<file path="src/rtl/execute_stage_md.sv">
// execute_stage_md: RISC-V execute stage with operand forwarding, ALU and branch resolution.
// Define EXEC_MULDIV_EN to build the iterative multiply/divide unit and its stall FSM.
module execute_stage_md #(
    parameter int XLEN = 32
) (
    input  logic            clk,
    input  logic            rst,
    input  logic            mispredict_flush,
    input  logic            instruction_valid,
    input  logic [4:0]      alu_control,
    input  logic [XLEN-1:0] opa_mux_in,
    input  logic [XLEN-1:0] opb_mux_in,
    input  logic [XLEN-1:0] pc_address,
    input  logic [XLEN-1:0] imm,
    input  logic            is_branch,
    input  logic [2:0]      branch_funct3,
    input  logic [1:0]      forward_a,
    input  logic [1:0]      forward_b,
    input  logic [XLEN-1:0] ex_data,
    input  logic [XLEN-1:0] mem_data,
    input  logic [XLEN-1:0] wb_data,
    output logic [XLEN-1:0] alu_out_address,
    output logic            result_valid,
    output logic [XLEN-1:0] branch_target,
    output logic            branch_taken,
    output logic            stall
);
    localparam int SHW = $clog2(XLEN);
    localparam logic [XLEN-1:0] ZERO = {XLEN{1'b0}};

    logic [XLEN-1:0] opa_s, opb_s, alu_s, target_s, md_result_s;
    logic [SHW-1:0]  shamt_s;
    logic            cond_s, taken_s, md_done_s;

    // Explicit forwarding select for operand A
    always_comb begin
        case (forward_a)
            2'b00:   opa_s = opa_mux_in;
            2'b01:   opa_s = ex_data;
            2'b10:   opa_s = mem_data;
            2'b11:   opa_s = wb_data;
            default: opa_s = opa_mux_in;
        endcase
    end

    // Explicit forwarding select for operand B
    always_comb begin
        case (forward_b)
            2'b00:   opb_s = opb_mux_in;
            2'b01:   opb_s = ex_data;
            2'b10:   opb_s = mem_data;
            2'b11:   opb_s = wb_data;
            default: opb_s = opb_mux_in;
        endcase
    end

    assign shamt_s = opb_s[SHW-1:0];

    // Single-cycle integer ALU; unlisted codes (including M codes when not built) add
    always_comb begin
        case (alu_control)
            5'b00000: alu_s = opa_s + opb_s;
            5'b01000: alu_s = opa_s - opb_s;
            5'b00001: alu_s = opa_s << shamt_s;
            5'b00101: alu_s = opa_s >> shamt_s;
            5'b01101: alu_s = $unsigned($signed(opa_s) >>> shamt_s);
            5'b00010: alu_s = {{(XLEN-1){1'b0}}, ($signed(opa_s) < $signed(opb_s))};
            5'b00011: alu_s = {{(XLEN-1){1'b0}}, (opa_s < opb_s)};
            5'b00100: alu_s = opa_s ^ opb_s;
            5'b00110: alu_s = opa_s | opb_s;
            5'b00111: alu_s = opa_s & opb_s;
            default:  alu_s = opa_s + opb_s;
        endcase
    end

    // Conditional branch evaluation on the forwarded operands
    always_comb begin
        case (branch_funct3)
            3'b000:  cond_s = (opa_s == opb_s);
            3'b001:  cond_s = (opa_s != opb_s);
            3'b100:  cond_s = ($signed(opa_s) < $signed(opb_s));
            3'b101:  cond_s = ($signed(opa_s) >= $signed(opb_s));
            3'b110:  cond_s = (opa_s < opb_s);
            3'b111:  cond_s = (opa_s >= opb_s);
            default: cond_s = 1'b0;
        endcase
    end

    assign taken_s  = is_branch & cond_s;
    assign target_s = pc_address + imm;

`ifdef EXEC_MULDIV_EN
    typedef enum logic [1:0] {IDLE = 2'b00, BUSY = 2'b01, DONE = 2'b10} md_state_t;
    localparam logic [SHW-1:0] LAST_STEP = SHW'(XLEN - 1);
    localparam logic [SHW-1:0] ONE_STEP  = SHW'(1);

    md_state_t         state_r;
    logic [SHW-1:0]    count_r;
    logic [2*XLEN-1:0] acc_r;
    logic [XLEN-1:0]   mcand_r;
    logic [2:0]        op_r;
    logic              neg_q_r, neg_r_r, divzero_r;
    logic              mop_s, a_sgn_s, b_sgn_s, a_neg_s, b_neg_s;
    logic [XLEN-1:0]   a_mag_s, b_mag_s, quo_fix_s, rem_fix_s;
    logic [XLEN:0]     mul_sum_s, div_shift_s, div_diff_s;
    logic [2*XLEN-1:0] prod_fix_s;

    assign mop_s = (alu_control[4:3] == 2'b10);

    // Signedness of each operand for the presented M op
    always_comb begin
        if (alu_control[2]) begin
            a_sgn_s = ~alu_control[0];
            b_sgn_s = ~alu_control[0];
        end else begin
            a_sgn_s = (alu_control[1:0] != 2'b11);
            b_sgn_s = ~alu_control[1];
        end
    end

    assign a_neg_s = a_sgn_s & opa_s[XLEN-1];
    assign b_neg_s = b_sgn_s & opb_s[XLEN-1];
    assign a_mag_s = a_neg_s ? (-opa_s) : opa_s;
    assign b_mag_s = b_neg_s ? (-opb_s) : opb_s;

    // acc_r holds {high, low} for multiply and {remainder, quotient} for divide
    assign mul_sum_s   = {1'b0, acc_r[2*XLEN-1:XLEN]} + (acc_r[0] ? {1'b0, mcand_r} : {(XLEN+1){1'b0}});
    assign div_shift_s = acc_r[2*XLEN-1:XLEN-1];
    assign div_diff_s  = div_shift_s - {1'b0, mcand_r};

    assign prod_fix_s = neg_q_r ? (-acc_r) : acc_r;
    assign quo_fix_s  = divzero_r ? {XLEN{1'b1}} : (neg_q_r ? (-acc_r[XLEN-1:0]) : acc_r[XLEN-1:0]);
    assign rem_fix_s  = neg_r_r ? (-acc_r[2*XLEN-1:XLEN]) : acc_r[2*XLEN-1:XLEN];

    // Final sign-corrected M result selection
    always_comb begin
        if (op_r[2]) begin
            md_result_s = op_r[1] ? rem_fix_s : quo_fix_s;
        end else if (op_r[1:0] == 2'b00) begin
            md_result_s = prod_fix_s[XLEN-1:0];
        end else begin
            md_result_s = prod_fix_s[2*XLEN-1:XLEN];
        end
    end

    assign md_done_s = (state_r == DONE);
    assign stall     = rst & ~mispredict_flush &
                       (((state_r == IDLE) & instruction_valid & mop_s) | (state_r == BUSY));

    // Iterative multiply/divide FSM: latch, XLEN fixed steps, then one DONE cycle
    always_ff @(posedge clk or negedge rst) begin
        if (!rst) begin
            state_r   <= IDLE;
            count_r   <= {SHW{1'b0}};
            acc_r     <= {(2*XLEN){1'b0}};
            mcand_r   <= ZERO;
            op_r      <= 3'b000;
            neg_q_r   <= 1'b0;
            neg_r_r   <= 1'b0;
            divzero_r <= 1'b0;
        end else if (mispredict_flush) begin
            state_r <= IDLE;
            count_r <= {SHW{1'b0}};
        end else begin
            case (state_r)
                IDLE: begin
                    if (instruction_valid && mop_s) begin
                        state_r   <= BUSY;
                        count_r   <= {SHW{1'b0}};
                        op_r      <= alu_control[2:0];
                        mcand_r   <= alu_control[2] ? b_mag_s : a_mag_s;
                        acc_r     <= {ZERO, (alu_control[2] ? a_mag_s : b_mag_s)};
                        neg_q_r   <= a_neg_s ^ b_neg_s;
                        neg_r_r   <= a_neg_s;
                        divzero_r <= (opb_s == ZERO);
                    end
                end
                BUSY: begin
                    if (op_r[2]) begin
                        acc_r <= {(div_diff_s[XLEN] ? div_shift_s[XLEN-1:0] : div_diff_s[XLEN-1:0]),
                                  acc_r[XLEN-2:0], ~div_diff_s[XLEN]};
                    end else begin
                        acc_r <= {mul_sum_s, acc_r[XLEN-1:1]};
                    end
                    count_r <= count_r + ONE_STEP;
                    if (count_r == LAST_STEP) begin
                        state_r <= DONE;
                    end
                end
                DONE:    state_r <= IDLE;
                default: state_r <= IDLE;
            endcase
        end
    end
`else
    assign stall       = 1'b0;
    assign md_done_s   = 1'b0;
    assign md_result_s = ZERO;
`endif

    // Registered outputs: flush/invalid and stall bubbles clear, otherwise load
    always_ff @(posedge clk or negedge rst) begin
        if (!rst) begin
            alu_out_address <= ZERO;
            result_valid    <= 1'b0;
            branch_target   <= ZERO;
            branch_taken    <= 1'b0;
        end else if (mispredict_flush || !instruction_valid) begin
            alu_out_address <= ZERO;
            result_valid    <= 1'b0;
            branch_target   <= ZERO;
            branch_taken    <= 1'b0;
        end else if (md_done_s) begin
            alu_out_address <= md_result_s;
            result_valid    <= 1'b1;
            branch_target   <= target_s;
            branch_taken    <= taken_s;
        end else if (stall) begin
            alu_out_address <= ZERO;
            result_valid    <= 1'b0;
            branch_target   <= ZERO;
            branch_taken    <= 1'b0;
        end else begin
            alu_out_address <= alu_s;
            result_valid    <= 1'b1;
            branch_target   <= target_s;
            branch_taken    <= taken_s;
        end
    end
endmodule

</file>
<file path="config.mk">
export PLATFORM = sky130hd
export DESIGN_NAME = execute_stage_md
export DESIGN_NICKNAME = d
export VERILOG_FILES = /design/src/rtl/execute_stage_md.sv
export SDC_FILE = /design/constraint.sdc
export NUM_CORES = 1
export LEC_CHECK = 0
export CAP_MARGIN = 20
export CORE_ASPECT_RATIO = 1.4
export CORE_MARGIN = 3
export CORE_UTILIZATION = 35
export CTS_CLUSTER_SIZE = 30
export DETAILED_ROUTE_END_ITERATION = 7
export PLACE_DENSITY = 0.58
export SLEW_MARGIN = 5
export SYNTH_ARGS = -nofsm -noshare
export SYNTH_HDL_FRONTEND = slang
export SYNTH_SLANG_ARGS = --single-unit
export TNS_END_PERCENT = 30
</file>
<file path="constraint.sdc">
create_clock -name clk -period 0.8 [get_ports clk]
set_input_delay 0.08 -clock clk [delete_from_list [all_inputs] [get_ports clk]]
set_output_delay 0.08 -clock clk [all_outputs]
set_load 0.005 [all_outputs]
</file>
**Yosys cells after proc, flatten, opt, wreduce, memory -nomap -nowiden**

Cells that the tools add are included.

- Bitwise logic cells: 4
- Divide/modulo/power cells: 0
- Equality and inequality tests: 22
- Reductions and logical operators: 5
- $lt $le $gt $ge: 4
- Mux-type cells: 8
- Multipliers: 0
- Add/subtract/negate cells: 3
- Shift-type cells: 3

Operator list:

| operator | number |
|---|---|
| $pmux W32 S9 | 1 |
| $pmux W32 S4 | 2 |
| $add A32 B32 Y32 | 2 |
| $ge A32 B32 Y1 | 2 |
| $lt A32 B32 Y1 | 2 |
| $mux W32 | 2 |
| $and A32 B32 Y32 | 1 |
| $eq A32 B32 Y1 | 1 |
| $ne A32 B32 Y1 | 1 |
| $or A32 B32 Y32 | 1 |
| $shl A32 B5 Y32 | 1 |
| $shr A32 B5 Y32 | 1 |
| $sshr A32 B5 Y32 | 1 |
| $sub A32 B32 Y32 | 1 |
| $xor A32 B32 Y32 | 1 |
| $eq A5 B3 Y1 const B | 4 |
| $eq A3 B3 Y1 const B | 4 |
| $eq A5 B2 Y1 const B | 2 |
| $eq A5 B4 Y1 const B | 2 |
| $eq A2 B2 Y1 const B | 4 |
| $pmux W1 S6 | 1 |
| $eq A5 B1 Y1 const B | 1 |
| $eq A2 B1 Y1 const B | 2 |
| $logic_not A2 Y1 | 2 |
| other kinds (6) | 7 |

- Logic and storage cells: 53
- Latch bits: 0
- Flip-flop bits (word level): 66
- Input port bits: 241
- Memories: 0
- Memory bits (writable): 0
- Memory bits (read-only): 0
- Output and inout port bits: 67

**Logic depth before layout (Yosys ltp)**

- Depth after elaboration: 6
- Depth in mapped cells: 19
- Gate-level depth less buffers: 14

**Least setup slack after synthesis**

Ideal clock, no wire load.

- Kind: in2reg
- Start point: in forward_b[0]
- End point: reg branch_taken
- Required time: 706 ps
- Library setup time: 94 ps
- Arrival time: 4218 ps
- Cell stages on the path: 15
- Slack: -3512 ps
- Path through: buf_6 -> buf_2 -> buf_1 -> mux4_2 -> ha_1 -> buf_2 -> nor2_1 -> a2111oi_2 -> a2111oi_1 -> o311ai_1 -> o211ai_1 -> a2111oi_4 -> or3_1 -> o2111ai_1 -> a211oi_1

- Word-level cells in the longest chain between the ends: 6

Ends and longest elaborated chain:

| what | line | RTL |
|---|---|---|
| start, declared | 18 | `input logic [1:0] forward_b,` |
| $eq A2 B2 Y1 (tied with other cells) | 48 | `case (forward_b)` |
| $pmux W32 S4 (*) | 48 |  |
| $ge A32 B32 Y1 (tied with other cells) | 84 | `3'b111: cond_s = (opa_s >= opb_s);` |
| $pmux W1 S6 (*) | 78 | `case (branch_funct3)` |
| $and A1 B1 Y1 (*) | 89 | `assign taken_s = is_branch & cond_s;` |
| $mux W1 (*) | 208 | `end else if (mispredict_flush \|\| !instruction_valid) begin` |
| end signal, assigned | 217 | `branch_taken <= taken_s;` |
| end signal, assigned | 227 | `branch_taken <= taken_s;` |
| end, declared | 25 | `output logic branch_taken,` |

Mark *: on every way between the ends. The rest lies on a longest branch, timed or not.

**Worst setup path after layout**

- Start point: in forward_b[0]
- End point: reg alu_out_address[23]

- Word-level cells in the longest chain between the ends: 5

Ends and longest elaborated chain:

| what | line | RTL |
|---|---|---|
| $eq A2 B2 Y1 (tied with other cells) | 48 |  |
| $pmux W32 S4 (*) | 48 |  |
| $add A32 B32 Y32 (tied with other cells) | 62, 72 |  |
| $pmux W32 S9 (*) | 61 | `case (alu_control)` |
| $mux W32 (*) | 208 |  |
| end signal, assigned | 214 | `alu_out_address <= md_result_s;` |
| end signal, assigned | 224 | `alu_out_address <= alu_s;` |
| end, declared | 22 | `output logic [XLEN-1:0] alu_out_address,` |

Marks and branches as above.

==> summary.md <==
| Metric | Value |
|---|---|
| Status | finished with violations |
| Violations in the final reports | setup timing |
| Initial antenna violation count | 1 |
| Syn avg cell area | 7.63 um2 |
| Endpoint type of the worst setup path | flip-flop |
| EDFF count, synth | 0 |
| Lkg Pwr | 11.9 nW |
| GRT overflow | 0 |
| WP data required | 1030 ps |
| CP max FO | 6 |
| Fraction of registers with async set/reset | 100% |
| Buf/Inv on CP | 6 |
| First-pass GRT wire length | 118 mm |
| Worst Hold Class | input pin to flip-flop |
| Crit path launch type | input pin |
| Rel. slew slack | 41.6% |
| Full die area | 42000 um2 |
| Max VDD drop | 0.935 mV |
| Total chip power | 36.7 mW |
| Wire per inst | 24.9 um |
| Ports | 308 |
| Synth Instances | 1815 |
| Final-report setup violation count | 132 |
| Fin crit period | 3290 ps |
| DR vias/cell | 5.82 |
| CTS tree | built |
| Drt first pass iters | 6 |
| DRT Wirelength | 82.0 mm |
| Power Dens Cells | 1400 nW/um2 |
| CTS buffer count | 9 |
| Critical path class | input pin to flip-flop |
| Design Area, Final | 26300 um2 |
| Clock-pin slew on the worst setup and hold paths | 70 ps |
| Post-synthesis sequential area ratio | 11.9% |
| Fmax | 0.304 GHz |
| Yosys warns | 0 |
| GPL Wtd Cong | 1.04 |
| Clock sink count | 66 |
| Initial drt markers | 1494 |
| Post-route ant nets | 0 |
| Starting Density | 35.7% |
| Worst path max stage delay | 690 ps |
| Dpl cell area | 22500 um2 |
| Setup TNS | -137190 ps |
| CTS root buffer | clkbuf_16 |
| Largest net degree at the start of global routing | 73 |
| Row count | 85 |
| Commonest non-fill, non-tap cells in the layout | buf_4, clkdlybuf4s50_1, nand2_1 |
| Critical path, cell by cell | buf_12, buf_12, mux4_4, buf_12, ha_4, nor2b_4, o311ai_4, buf_6, a211oi_4, o211a_1, a41o_4, buf_6, buf_6, a31o_4, a221o_1, o31ai_4, a31oi_1 |
| Delay-heaviest family, CP | compound AO/OA/AOI/OAI gates |
| Layout area overhead | 89.6% |
| Die H | 241 um |
| Worst slew pin tran | 867 ps |
| Slowest CP cell | mux4_4 |
| HPWL after DPL | 63.8 mm |
| WP data arrival | 3530 ps |
| Via count | 19.2k |
| DRC | 0 |
| Commonest non-fill, non-tap cell in the layout | buf_4 |
| Setup ws final | -2490 ps |
| Library cells used by synthesis | 80 |
| Vias in the first global route | 19.6k |
| Final Hold Viols | 0 |
| Period utilization | 412% |
| Clk buf depth | 2 |
| Ys flop type | dfrtp_1 |
| Post-Syn Area | 13900 um2 |
| Core footprint | 38800 um2 |
| Syn nets | 2187 |
| Count of final max-slew check failures | 0 |
| Share of cells above drive strength 1 | 45.6% |
| H-Tree Depth | 3 |
| RSZ-0062 raised after global routing | yes |
| Yosys reg bits | 66 |
| Chip width | 174 um |
| Number of buffers added on ports | 306 |
| Tot GR Track Use | 36.8% |
| Maxcap violations | 0 |
| Fin nets | 3145 |
==> through the flow <==
stage          hold slack, ps  setup WS, ps  cells  utilization [%]
2_1_floorplan            -216         -2850   1815                -
5_1_grt                  68.2         -2600   3301             67.7
4_1_cts                  35.5         -2440   3259             64.5
6_report                 47.5         -2490   3301             67.7
3_3_place_gp             52.1         -3320   3190             58.1
3_5_place_dp             60.5         -3310   3190             58.1
==> tightest hold or removal path, cell delays in order <==
cell    delay, ps
buf_6          70
ha_4          100
and2_1        110
==> path summary, 6_finish.rpt <==
check	cells past startpoint	slack, ps	from	end
max in group asynchronous	3	80	rst	alu_out_address[31]
min in group asynchronous	2	250	rst	branch_target[19]
hold / removal	3	50	pc_address[0]	branch_target[0]
setup / recovery	17	-2490	forward_b[0]	alu_out_address[23]
==> metal layers <==
metal | up-vias | wire, um | track usage, %
li1 | 8693 | - | -
met1 | 9136 | 28300 | 37.7
met2 | 1025 | 40300 | 67.0
met3 | 345 | 5170 | 5.72
met4 | 0 | 8240 | 28.9
met5 | - | 0 | 0
==> cell families after synthesis <==
family | count (synthesis) | share of synthesized area, %
other cells | 1 | 0.0271
buf+inv | 236 | 7.04
fa+ha+maj | 131 | 12.0
flops | 66 | 11.9
mux | 197 | 20.0
compound gates | 591 | 28.1
simple gates | 544 | 17.8
xor+xnor | 49 | 3.10
==> cell type report <==
type	instances	area, um2
Antenna cell	1	2.50
Clock buffer	10	239
Clock inverter	6	90.1
Fill cell	3112	12500
Inverter	104	395
Multi-Input combinational cell	1513	13800
Sequential cell	66	1650
Tap cell	522	653
Timing Repair Buffer	1079	9470
==> cells in the mapped netlist (17+ instances only) <==
cell type	n	share of area (%)
a211oi_1	30	1.6
a21o_1	33	1.8
a21oi_1	160	5.8
a221oi_1	21	1.3
buf_1	19	0.51
buf_2	19	0.69
clkbuf_1	84	2.3
dfrtp_1	66	12
ha_1	128	12
inv_1	102	2.8
mux2_2	20	1.6
mux2i_1	115	8.3
mux4_2	60	9.8
nand2_1	177	4.8
nand2b_1	23	1.0
nand3_1	39	1.4
nor2_1	172	4.7
nor2b_1	17	0.77
nor3_1	36	1.3
o211ai_1	29	1.6
o21ai_0	129	4.7
or3_1	18	0.81
xnor2_1	34	2.1
==> power breakdown <==
part	internal (mW)	switching, mW
logic	14.3	14.1
registers	3.64	0.138
clock network	2.82	1.72
==> timing repair <==
action	CTS	global route
gates cloned	7	0
setup endpoints to repair	132	132
hold buffers	1	0
setup buffers	53	51
resized for setup	476	279
pin swaps	174	144
endpoints found under the hold margin	3	0
==> registers in the layout, indices dropped and copies added, names as in the netlist <==
| register | flops |
|---|---|
| alu_out_address | 32 |
| branch_taken | 1 |
| branch_target | 32 |
| result_valid | 1 |
No activity file was read; power rests on OpenSTA's default activity.
